<file path="src/rtl/mag_cmp_seq_pkg.sv">
// Shared definitions for the sequential magnitude comparator:
// relational mode codes, FSM state encoding, scan-index width helper
// and the mode-to-result selection function.
package cmp_pkg;

  localparam logic [2:0] CMP_EQ = 3'd0;
  localparam logic [2:0] CMP_NE = 3'd1;
  localparam logic [2:0] CMP_GT = 3'd2;
  localparam logic [2:0] CMP_GE = 3'd3;
  localparam logic [2:0] CMP_LT = 3'd4;
  localparam logic [2:0] CMP_LE = 3'd5;

  typedef enum logic [1:0] {
    ST_IDLE = 2'd0,
    ST_SCAN = 2'd1,
    ST_DONE = 2'd2
  } state_t;

  // Scan index width; never narrower than one bit, even for a single chunk.
  function automatic int idx_w(input int nch);
    return (nch > 1) ? $clog2(nch) : 1;
  endfunction

  // Reserved modes (6/7) always report 0.
  function automatic logic rel_sel(input logic [2:0] mode, input logic eq,
                                   input logic gt, input logic lt);
    logic r;
    r = 1'b0;
    case (mode)
      CMP_EQ:  r = eq;
      CMP_NE:  r = ~eq;
      CMP_GT:  r = gt;
      CMP_GE:  r = gt | eq;
      CMP_LT:  r = lt;
      CMP_LE:  r = lt | eq;
      default: r = 1'b0;
    endcase
    return r;
  endfunction

endpackage

</file>
<file path="src/rtl/mag_cmp_seq_if.sv">
// Request/response bundle of the sequential magnitude comparator.
// master = requester (ALU sequencer or bench), slave = comparator.
interface mag_cmp_seq_if #(
  parameter int W = 6
);
  logic         start;
  logic [W-1:0] a;
  logic [W-1:0] b;
  logic [2:0]   mode;
  logic         is_signed;
  logic         busy;
  logic         done;
  logic         eq;
  logic         gt;
  logic         lt;
  logic         result;
  logic [W-1:0] out;

  modport master (
    output start, a, b, mode, is_signed,
    input  busy, done, eq, gt, lt, result, out
  );

  modport slave (
    input  start, a, b, mode, is_signed,
    output busy, done, eq, gt, lt, result, out
  );
endinterface

</file>
<file path="src/rtl/mag_cmp_seq_chunk.sv">
// Combinational unsigned compare of one CHUNK-bit operand slice.
// Both outputs low means the slices are equal.
module cmp_chunk #(
  parameter int CHUNK = 2
) (
  input  logic [CHUNK-1:0] x,
  input  logic [CHUNK-1:0] y,
  output logic             c_gt,
  output logic             c_lt
);

  assign c_gt = (x > y);
  assign c_lt = (x < y);

endmodule

</file>
<file path="src/rtl/mag_cmp_seq.sv">
// Multi-cycle magnitude comparator, MSB chunk first, CHUNK bits per clock.
// Build option: MAG_CMP_EARLY_EXIT_EN -- when defined, the scan stops on the
// first unequal chunk; otherwise every chunk is visited (fixed latency) and
// the first unequal chunk seen is held as the decision.
//
// state   | meaning
// --------+-----------------------------------------------------------
// ST_IDLE | waiting for start; operands not yet latched
// ST_SCAN | comparing chunk idx of the latched operands, busy high
// ST_DONE | flags valid; done pulses on leaving; start accepted here too
module mag_cmp_seq
  import cmp_pkg::*;
#(
  parameter int W     = 6,
  parameter int CHUNK = 2
) (
  input logic          clk,
  input logic          reset_n,
  mag_cmp_seq_if.slave bus
);

  localparam int NCH = W / CHUNK;
  localparam int IW  = idx_w(NCH);

  state_t         state;
  logic [W-1:0]   a_q;
  logic [W-1:0]   b_q;
  logic [2:0]     mode_q;
  logic [IW-1:0]  idx;
  logic           busy_q;
  logic           done_q;
  logic           eq_q;
  logic           gt_q;
  logic           lt_q;
  logic           res_q;

  logic [CHUNK-1:0] x_sl;
  logic [CHUNK-1:0] y_sl;
  logic             c_gt;
  logic             c_lt;
  logic             dec_gt;
  logic             dec_lt;
  logic             scan_last;

  // Flipping the sign bit maps two's complement onto offset binary, so the
  // unsigned chunk compare yields signed order without a separate path.
  logic [W-1:0] sign_mask;
  assign sign_mask = {bus.is_signed, {(W-1){1'b0}}};

  assign x_sl = a_q[idx*CHUNK +: CHUNK];
  assign y_sl = b_q[idx*CHUNK +: CHUNK];

  cmp_chunk #(.CHUNK(CHUNK)) u_chunk (
    .x    (x_sl),
    .y    (y_sl),
    .c_gt (c_gt),
    .c_lt (c_lt)
  );

`ifdef MAG_CMP_EARLY_EXIT_EN
  assign dec_gt    = c_gt;
  assign dec_lt    = c_lt;
  assign scan_last = c_gt | c_lt | (idx == '0);
`else
  logic pend_gt;
  logic pend_lt;

  // Once a higher chunk has decided, lower chunks must not override it.
  assign dec_gt    = (pend_gt | pend_lt) ? pend_gt : c_gt;
  assign dec_lt    = (pend_gt | pend_lt) ? pend_lt : c_lt;
  assign scan_last = (idx == '0);

  // Capture the first unequal chunk of the current scan.
  always_ff @(posedge clk) begin
    if (!reset_n || state != ST_SCAN) begin
      pend_gt <= 1'b0;
      pend_lt <= 1'b0;
    end else begin
      pend_gt <= dec_gt;
      pend_lt <= dec_lt;
    end
  end
`endif

  // Sequencing FSM with operand latch and registered result flags.
  always_ff @(posedge clk) begin
    if (!reset_n) begin
      state  <= ST_IDLE;
      a_q    <= '0;
      b_q    <= '0;
      mode_q <= '0;
      idx    <= '0;
      busy_q <= 1'b0;
      done_q <= 1'b0;
      eq_q   <= 1'b0;
      gt_q   <= 1'b0;
      lt_q   <= 1'b0;
      res_q  <= 1'b0;
    end else begin
      done_q <= 1'b0;
      case (state)
        ST_IDLE, ST_DONE: begin
          if (state == ST_DONE) done_q <= 1'b1;
          if (bus.start) begin
            a_q    <= bus.a ^ sign_mask;
            b_q    <= bus.b ^ sign_mask;
            mode_q <= bus.mode;
            idx    <= IW'(NCH - 1);
            busy_q <= 1'b1;
            state  <= ST_SCAN;
          end else begin
            state  <= ST_IDLE;
          end
        end
        ST_SCAN: begin
          if (scan_last) begin
            gt_q   <= dec_gt;
            lt_q   <= dec_lt;
            eq_q   <= ~(dec_gt | dec_lt);
            res_q  <= rel_sel(mode_q, ~(dec_gt | dec_lt), dec_gt, dec_lt);
            busy_q <= 1'b0;
            state  <= ST_DONE;
          end else begin
            idx    <= idx - 1'b1;
          end
        end
        default: begin
          busy_q <= 1'b0;
          state  <= ST_IDLE;
        end
      endcase
    end
  end

  assign bus.busy   = busy_q;
  assign bus.done   = done_q;
  assign bus.eq     = eq_q;
  assign bus.gt     = gt_q;
  assign bus.lt     = lt_q;
  assign bus.result = res_q;
  assign bus.out    = {{(W-1){1'b0}}, res_q};

endmodule

</file>
<file path="src/flat_wrapper.sv">
// flat-port wrapper written by rule: the top's interface ports become plain ports
module mag_cmp_seq_flat import cmp_pkg::*;
#(
  parameter int W     = 6,
  parameter int CHUNK = 2
)
  (clk, reset_n, bus_start, bus_a, bus_b, bus_mode, bus_is_signed, bus_busy, bus_done, bus_eq, bus_gt, bus_lt, bus_result, bus_out);
  mag_cmp_seq_if #(.W(W)) bus_i ();
  input logic clk;
  input logic reset_n;
  input wire logic [$bits(bus_i.start)-1:0] bus_start;
  input wire logic [$bits(bus_i.a)-1:0] bus_a;
  input wire logic [$bits(bus_i.b)-1:0] bus_b;
  input wire logic [$bits(bus_i.mode)-1:0] bus_mode;
  input wire logic [$bits(bus_i.is_signed)-1:0] bus_is_signed;
  output wire logic [$bits(bus_i.busy)-1:0] bus_busy;
  output wire logic [$bits(bus_i.done)-1:0] bus_done;
  output wire logic [$bits(bus_i.eq)-1:0] bus_eq;
  output wire logic [$bits(bus_i.gt)-1:0] bus_gt;
  output wire logic [$bits(bus_i.lt)-1:0] bus_lt;
  output wire logic [$bits(bus_i.result)-1:0] bus_result;
  output wire logic [$bits(bus_i.out)-1:0] bus_out;
  assign bus_i.start = bus_start;
  assign bus_i.a = bus_a;
  assign bus_i.b = bus_b;
  assign bus_i.mode = bus_mode;
  assign bus_i.is_signed = bus_is_signed;
  assign bus_busy = bus_i.busy;
  assign bus_done = bus_i.done;
  assign bus_eq = bus_i.eq;
  assign bus_gt = bus_i.gt;
  assign bus_lt = bus_i.lt;
  assign bus_result = bus_i.result;
  assign bus_out = bus_i.out;
  mag_cmp_seq #(.W(W), .CHUNK(CHUNK)) u_core (.clk(clk), .reset_n(reset_n), .bus(bus_i));
endmodule
</file>
<file path="config.mk">
export PLATFORM = sky130hd
export DESIGN_NAME = mag_cmp_seq_flat
export DESIGN_NICKNAME = d
export VERILOG_FILES = /design/src/rtl/mag_cmp_seq_pkg.sv /design/src/rtl/mag_cmp_seq_if.sv /design/src/rtl/mag_cmp_seq_chunk.sv /design/src/rtl/mag_cmp_seq.sv /design/src/flat_wrapper.sv
export SDC_FILE = /design/constraint.sdc
export NUM_CORES = 1
export LEC_CHECK = 0
export ABC_AREA = 1
export CORE_MARGIN = 1
export CORE_UTILIZATION = 50
export DETAILED_ROUTE_END_ITERATION = 10
export GPL_ROUTABILITY_DRIVEN = 0
export PLACE_DENSITY_LB_ADDON = 0.05
export SLEW_MARGIN = 25
export SYNTH_ARGS = -nofsm -noshare
export SYNTH_HDL_FRONTEND = slang
export SYNTH_SLANG_ARGS = --single-unit
</file>
<file path="constraint.sdc">
create_clock -name clk -period 4.9 [get_ports clk]
set_clock_uncertainty 0.2 [all_clocks]
set_input_delay 1.225 -clock clk [delete_from_list [all_inputs] [get_ports clk]]
set_output_delay 1.225 -clock clk [all_outputs]
set_load 0.01 [all_outputs]
</file>
==> results of run 1 <==
## registers in the layout, summed over array words and instances, names as in the netlist
name and count:
u_core.bus.eq 1, u_core.bus.result 1, u_core.mode_q 3, u_core.bus.gt 1
u_core.a_q 6, u_core.pend_gt 1, u_core.state 2, u_core.pend_lt 1
u_core.bus.busy 1, u_core.bus.lt 1, u_core.idx 2, u_core.b_q 6
u_core.bus.done 1
## through the flow
step	cell area [um^2]	setup WS, ps	hold WS, ps
global placement	1460	2010	221
floorplan	1230	2850	209
global route	1480	2100	282
detailed placement	1460	1910	223
finish	1480	2210	236
CTS	1480	2190	242
## area by class of cell
| type | instances | area (um^2) | share of cell area, % |
|---|---|---|---|
| flip-flops and latches | 27 | 541 | 36.4 |
| inverters | 17 | 63.8 | 4.30 |
| repair buffers | 25 | 250 | 16.9 |
| well taps | 28 | 35.0 | 2.36 |
| multi-input cells | 114 | 568 | 38.3 |
| clock buffers | 4 | 26.3 | 1.77 |
## layout by cell type (no fill, tap or decap), drive strengths merged
| cell type | netlist | routed |
|---|---|---|
| nand3 | 3 | 3 |
| ha | 3 | 3 |
| dfxtp | 27 | 27 |
| nand2 | 21 | 21 |
| clkbuf | 1 | 4 |
| conb | 1 | 5 |
| a21oi | 15 | 15 |
| a2bb2oi | 1 | 1 |
| clkdlybuf4s50 | 0 | 25 |
| nor2 | 35 | 35 |
| a31oi | 1 | 1 |
| inv | 17 | 17 |
| xnor2 | 2 | 2 |
| nand4 | 1 | 1 |
| o21ai | 27 | 27 |
## cells by family after synthesis
logic type	share of synthesized area [%]
AO/OA/AOI/OAI	19.1
XOR/XNOR	1.44
adder cells (fa/ha/maj)	3.08
buffers and inverters	10.3
flip-flops	44.4
other	0.308
AND/OR/NAND/NOR	21.5
## metal layers
layer  routed length (um)  vias up  global-route usage [%]
li1                     -      564                       -
met3                  147        7                    7.14
met2                 1130       33                    36.8
met1                 1010      496                    24.2
met4                   46        0                    10.4
met5                    0        -                       0
## power groups by stage
| stage | combinational (W) | clock, W | sequential [W] |
|---|---|---|---|
| after floorplan | 0.0000831 | 0 | 0.000253 |
| after global placement | 0.000117 | 0 | 0.000253 |
| after detailed placement | 0.000121 | 0 | 0.000254 |
| after CTS | 0.000121 | 0.0000988 | 0.000249 |
| after global routing | 0.000138 | 0.000105 | 0.000252 |
| final | 0.000120 | 0.0000955 | 0.000249 |
## final timing paths
kind	endpoint	start	depth (start not counted)
hold reg to reg	u_core.bus.done	u_core.state[0]	1
setup reg to reg	u_core.bus.result	u_core.idx[1]	10
hold / removal	u_core.bus.done	u_core.state[0]	1
setup / recovery	bus_result	u_core.bus.result	1
==> metrics.yaml, run 1 <==
synth.avg_cell_area_um2: 7.43
pwr-share-seq_pct: 53.6
viasPerCell: 5.12
grt_use_total_pct: 21.7
dpl.cell_count: 211
p_switching_w: 0.000142
root_buffer: "clkbuf_4"
drt-wirelength-per-cell_um: 10.9
rows: 17
hp-class: "flip-flop to flip-flop"
syn2layout_area_growth_pct: 21.8
ys_warn_count: 0
clk_latency_ps: 330
cp_num_buf_inv: 1
status: "finished, final reports clean"
rsz0062_at_grt: "no"
cts_inserted_buffers: 3
vdd_ir_drop_max_uv: 272
path_cells: "clkdlybuf4s50_1"
clkTransAtPathRegs_ps: 130
synth_area_um2: 1220
period_share_pct: 54.9
overflow: 0
dieArea_um2: 2640
synth_edf_count: 0
ctsResizeCount: 0
p_leak_nw: 0.620
antenna_found_initial: 0
fin_nets: 210
die_y_um: 51.4
powerDensity_nw_per_um2: 313
max_stage_delay_ps: 550
drv_cap: 0
yosysMostFrequentCell: "nor2_1"
fillers: 204
cts_buffer_depth: 2
tritoncts: "done"
portBuffers: 25
tightest_slew_ps: 671
cp_slowest_cell: "clkdlybuf4s50_1"
cts_hold_buf: 0
finalSetupTns_ps: 0
post_cts_buffers: 0
synth.top_cells.by_count: "31 x nor2_1, 27 x dfxtp_1, 26 x o21ai_0"
slew_headroom_pct: 55.2
setup_viol: 0
finalMaxSlewViolations: 0
syn_inst: 164
crit_arrival_ps: 1270
pwr-share-comb_pct: 25.8
pin_count: 31
grt_pass1_vias: 990
hpwl_um: 1800
antenna_left: 0
critPathCaptureType: "output port"
drt-pass1-iter-count: 4
internal-power_w: 0.000322
synthTopCellsByArea: "dfxtp_1 44%, o21ai_0 11%, nor2_1 9.5%"
routed_wl_um: 2340
hold_viol: 0
drc: 0
crit_type: "flip-flop to output port"
start_util_pct: 54.1
crit_family: "buffers and inverters"
drive_above_1_share_pct: 8.02
reg2reg_slack_ps: 2720
die_w_um: 51.4
synth.ff_latch_count: 27
stdcell_count: 215
fin_crit_ps: 2690
cts.htree.levels: 1
cp.required_ps: 3470
crit_fanout: 3
power_w: 0.000464
grt_max_degree: 24
grt_pass1_wl_um: 4200
netlist.area_leader.share_pct: 44.4
sw_frac_of_total_pct: 30.6
synth-async-reset-ratio_pct: 0
clock.fmax_ghz: 0.372
diodes: 0
startpoint_type: "flip-flop"
first_iter_violations: 33
synthFlopType: "dfxtp_1"
seq_area_frac_synth_pct: 44.4
yosysTopAreaCell: "dfxtp_1"
utilization_pct: 65.8
clkPwrFrac_pct: 20.6
clock_sinks: 27
vias: 1100
synth_cell_type_count: 23
core_area_um2: 2250
No activity file was read; power rests on OpenSTA's default activity.
==> run 2, diff against run 1 <==
--- a/config.mk
+++ b/config.mk
@@ -7,7 +7,7 @@
 export LEC_CHECK = 0
 export ABC_AREA = 1
 export CORE_MARGIN = 1
-export CORE_UTILIZATION = 50
+export CORE_UTILIZATION = 47
 export DETAILED_ROUTE_END_ITERATION = 10
 export GPL_ROUTABILITY_DRIVEN = 0
 export PLACE_DENSITY_LB_ADDON = 0.05
==> constraint.sdc (replaced) <==
create_clock -name clk -period 2.6 [get_ports clk]
set_clock_uncertainty 0.2 [all_clocks]
set_input_delay 0.65 -clock clk [delete_from_list [all_inputs] [get_ports clk]]
set_output_delay 0.65 -clock clk [all_outputs]
set_load 0.01 [all_outputs]
==> run 2 against run 1 <==
Sequential share of layout area fell by 0.43 points. Final area rose by 1.2%. Clock-buffer cell count did not move. Utilization fell by 4.7 points. Critical path depth rose by 13. Cell count rose by 1.9%. Clock power rose by 82%. Highest routed layer unchanged.
==> metrics.yaml, run 2 (synthesis gave the netlist of run 1 again) <==
layout_common_cells: "31 x nor2_1, 27 x dfxtp_1, 26 x o21ai_0"
grt_util_met2_pct: 30.4
layout_commonest_cell: "nor2_1"
drive_above_1_share_pct: 8.99
drc: 0
die_w_um: 52.9
routed_wl_um: 2170
grt_max_degree: 24
cts_inserted_buffers: 3
rsz0062_at_grt: "no"
p_leak_nw: 0.629
cts.htree.levels: 1
first_iter_violations: 22
tritoncts: "done"
dieArea_um2: 2800
status: "finished, final reports clean"
place_ws_ps: 442
holdPathStages: 1
r2r_cells: 14
core_area_um2: 2450
max_stage_delay_ps: 470
drt-wirelength-per-cell_um: 9.89
grt_pass1_wl_um: 3750
grt_util_met3_pct: 6.03
clkTransAtPathRegs_ps: 130
diodes: 0
fin_crit_ps: 2110
die_y_um: 52.9
viasPerCell: 4.85
portBuffers: 25
post_cts_buffers: 0
powerDensity_nw_per_um2: 579
drv_cap: 0
period_share_pct: 81.0
syn2layout_area_growth_pct: 23.2
antenna_left: 0
cts_hold_buf: 0
reg_top3: "u_core.a_q (6), u_core.b_q (6), u_core.mode_q (3)"
hp-class: "flip-flop to flip-flop"
root_buffer: "clkbuf_4"
crit_type: "flip-flop to flip-flop"
cts_buffer_depth: 2
start_util_pct: 49.6
antenna_found_initial: 0
drt-pass1-iter-count: 4
finalSetupTns_ps: 0
rows: 18
clock_sinks: 27
use_met1_pct: 22.5
hpwl_um: 1620
crit_top_cell: "nand2_1"
ctsResizeCount: 0
finalMaxSlewViolations: 0
crit_fanout: 8
vias: 1063
grt-busiest-layer: "met2"
cp_slowest_cell: "dfxtp_1"
pin_count: 31
grt_use_total_pct: 18.2
critPathCaptureType: "flip-flop"
overflow: 0
hold_viol: 0
vdd_ir_drop_max_uv: 519
grt_pass1_vias: 915
cp.required_ps: 2630
fin_nets: 212
path_cells: "inv_1 > nor2_1 > a2bb2oi_1 > ha_1 > nand2_1 > nand2_1 > nand2_1 > nand2_2 > nand2_1 > nand3_1 > nand2_1 > inv_1 > nand2_1 > a21oi_2"
clock.fmax_ghz: 0.475
crit_arrival_ps: 2140
timing.final.ws_setup_ps: 493
startpoint_type: "flip-flop"
setup_viol: 0
clk_latency_ps: 320
-- run 2: cell types whose count changed in the layout (fill, tap and decap cells not counted), sizes merged --
cell  before  now
buf        0    2
-- run 2: path summary, 6_finish.rpt --
check	startpoint	slack, ps	end
setup / recovery	u_core.idx[0]	490	u_core.bus.result
hold / removal	u_core.state[0]	230	u_core.bus.done
setup reg to reg	u_core.idx[0]	490	u_core.bus.result
hold reg to reg	u_core.state[0]	230	u_core.bus.done
-- run 2: power breakdown --
part,switching [W],internal (W),total (W)
logic,0.000126,0.000101,0.000226
registers,0.0000211,0.000448,0.000469
clock network,0.000114,0.0000601,0.000174
-- run 2: area by class of cell --
type	count	area (um^2)
tap	30	37.5
fill	226	953
clock buffer	4	26.3
multi-input combinational	114	568
timing repair buffer	27	265
inverter	17	63.8
sequential	27	541
-- run 2: routing by layer --
layer	part of all wire, %	routed length, um
met1	49	1050
met2	46	992
met3	4.9	106
met4	0.55	12
met5	0	0
-- run 2: stage by stage --
stage / instances / total power (W) / utilization [%] / instance area, um^2 / hold WS, ps
final: 219 / 0.000869 / 61.2 / 1500 / 233
after floorplan: 168 / 0.000633 / - / 1230 / 209
after global routing: 219 / 0.000935 / 61.2 / 1500 / 263
after detailed placement: 215 / 0.000704 / 60.1 / 1480 / 218
after global placement: 215 / 0.000701 / 60.1 / 1480 / 222
after CTS: 219 / 0.000878 / 61.2 / 1500 / 237
-- run 2: worst max-delay path: cells and delay by family, from the launching register on --
family / cells / cell delay (ps)
flip-flops: 1 / 470
AO/OA/AOI/OAI: 2 / 240
buffers and inverters: 2 / 180
AND/OR/NAND/NOR: 9 / 670
adder cells (fa/ha/maj): 1 / 250
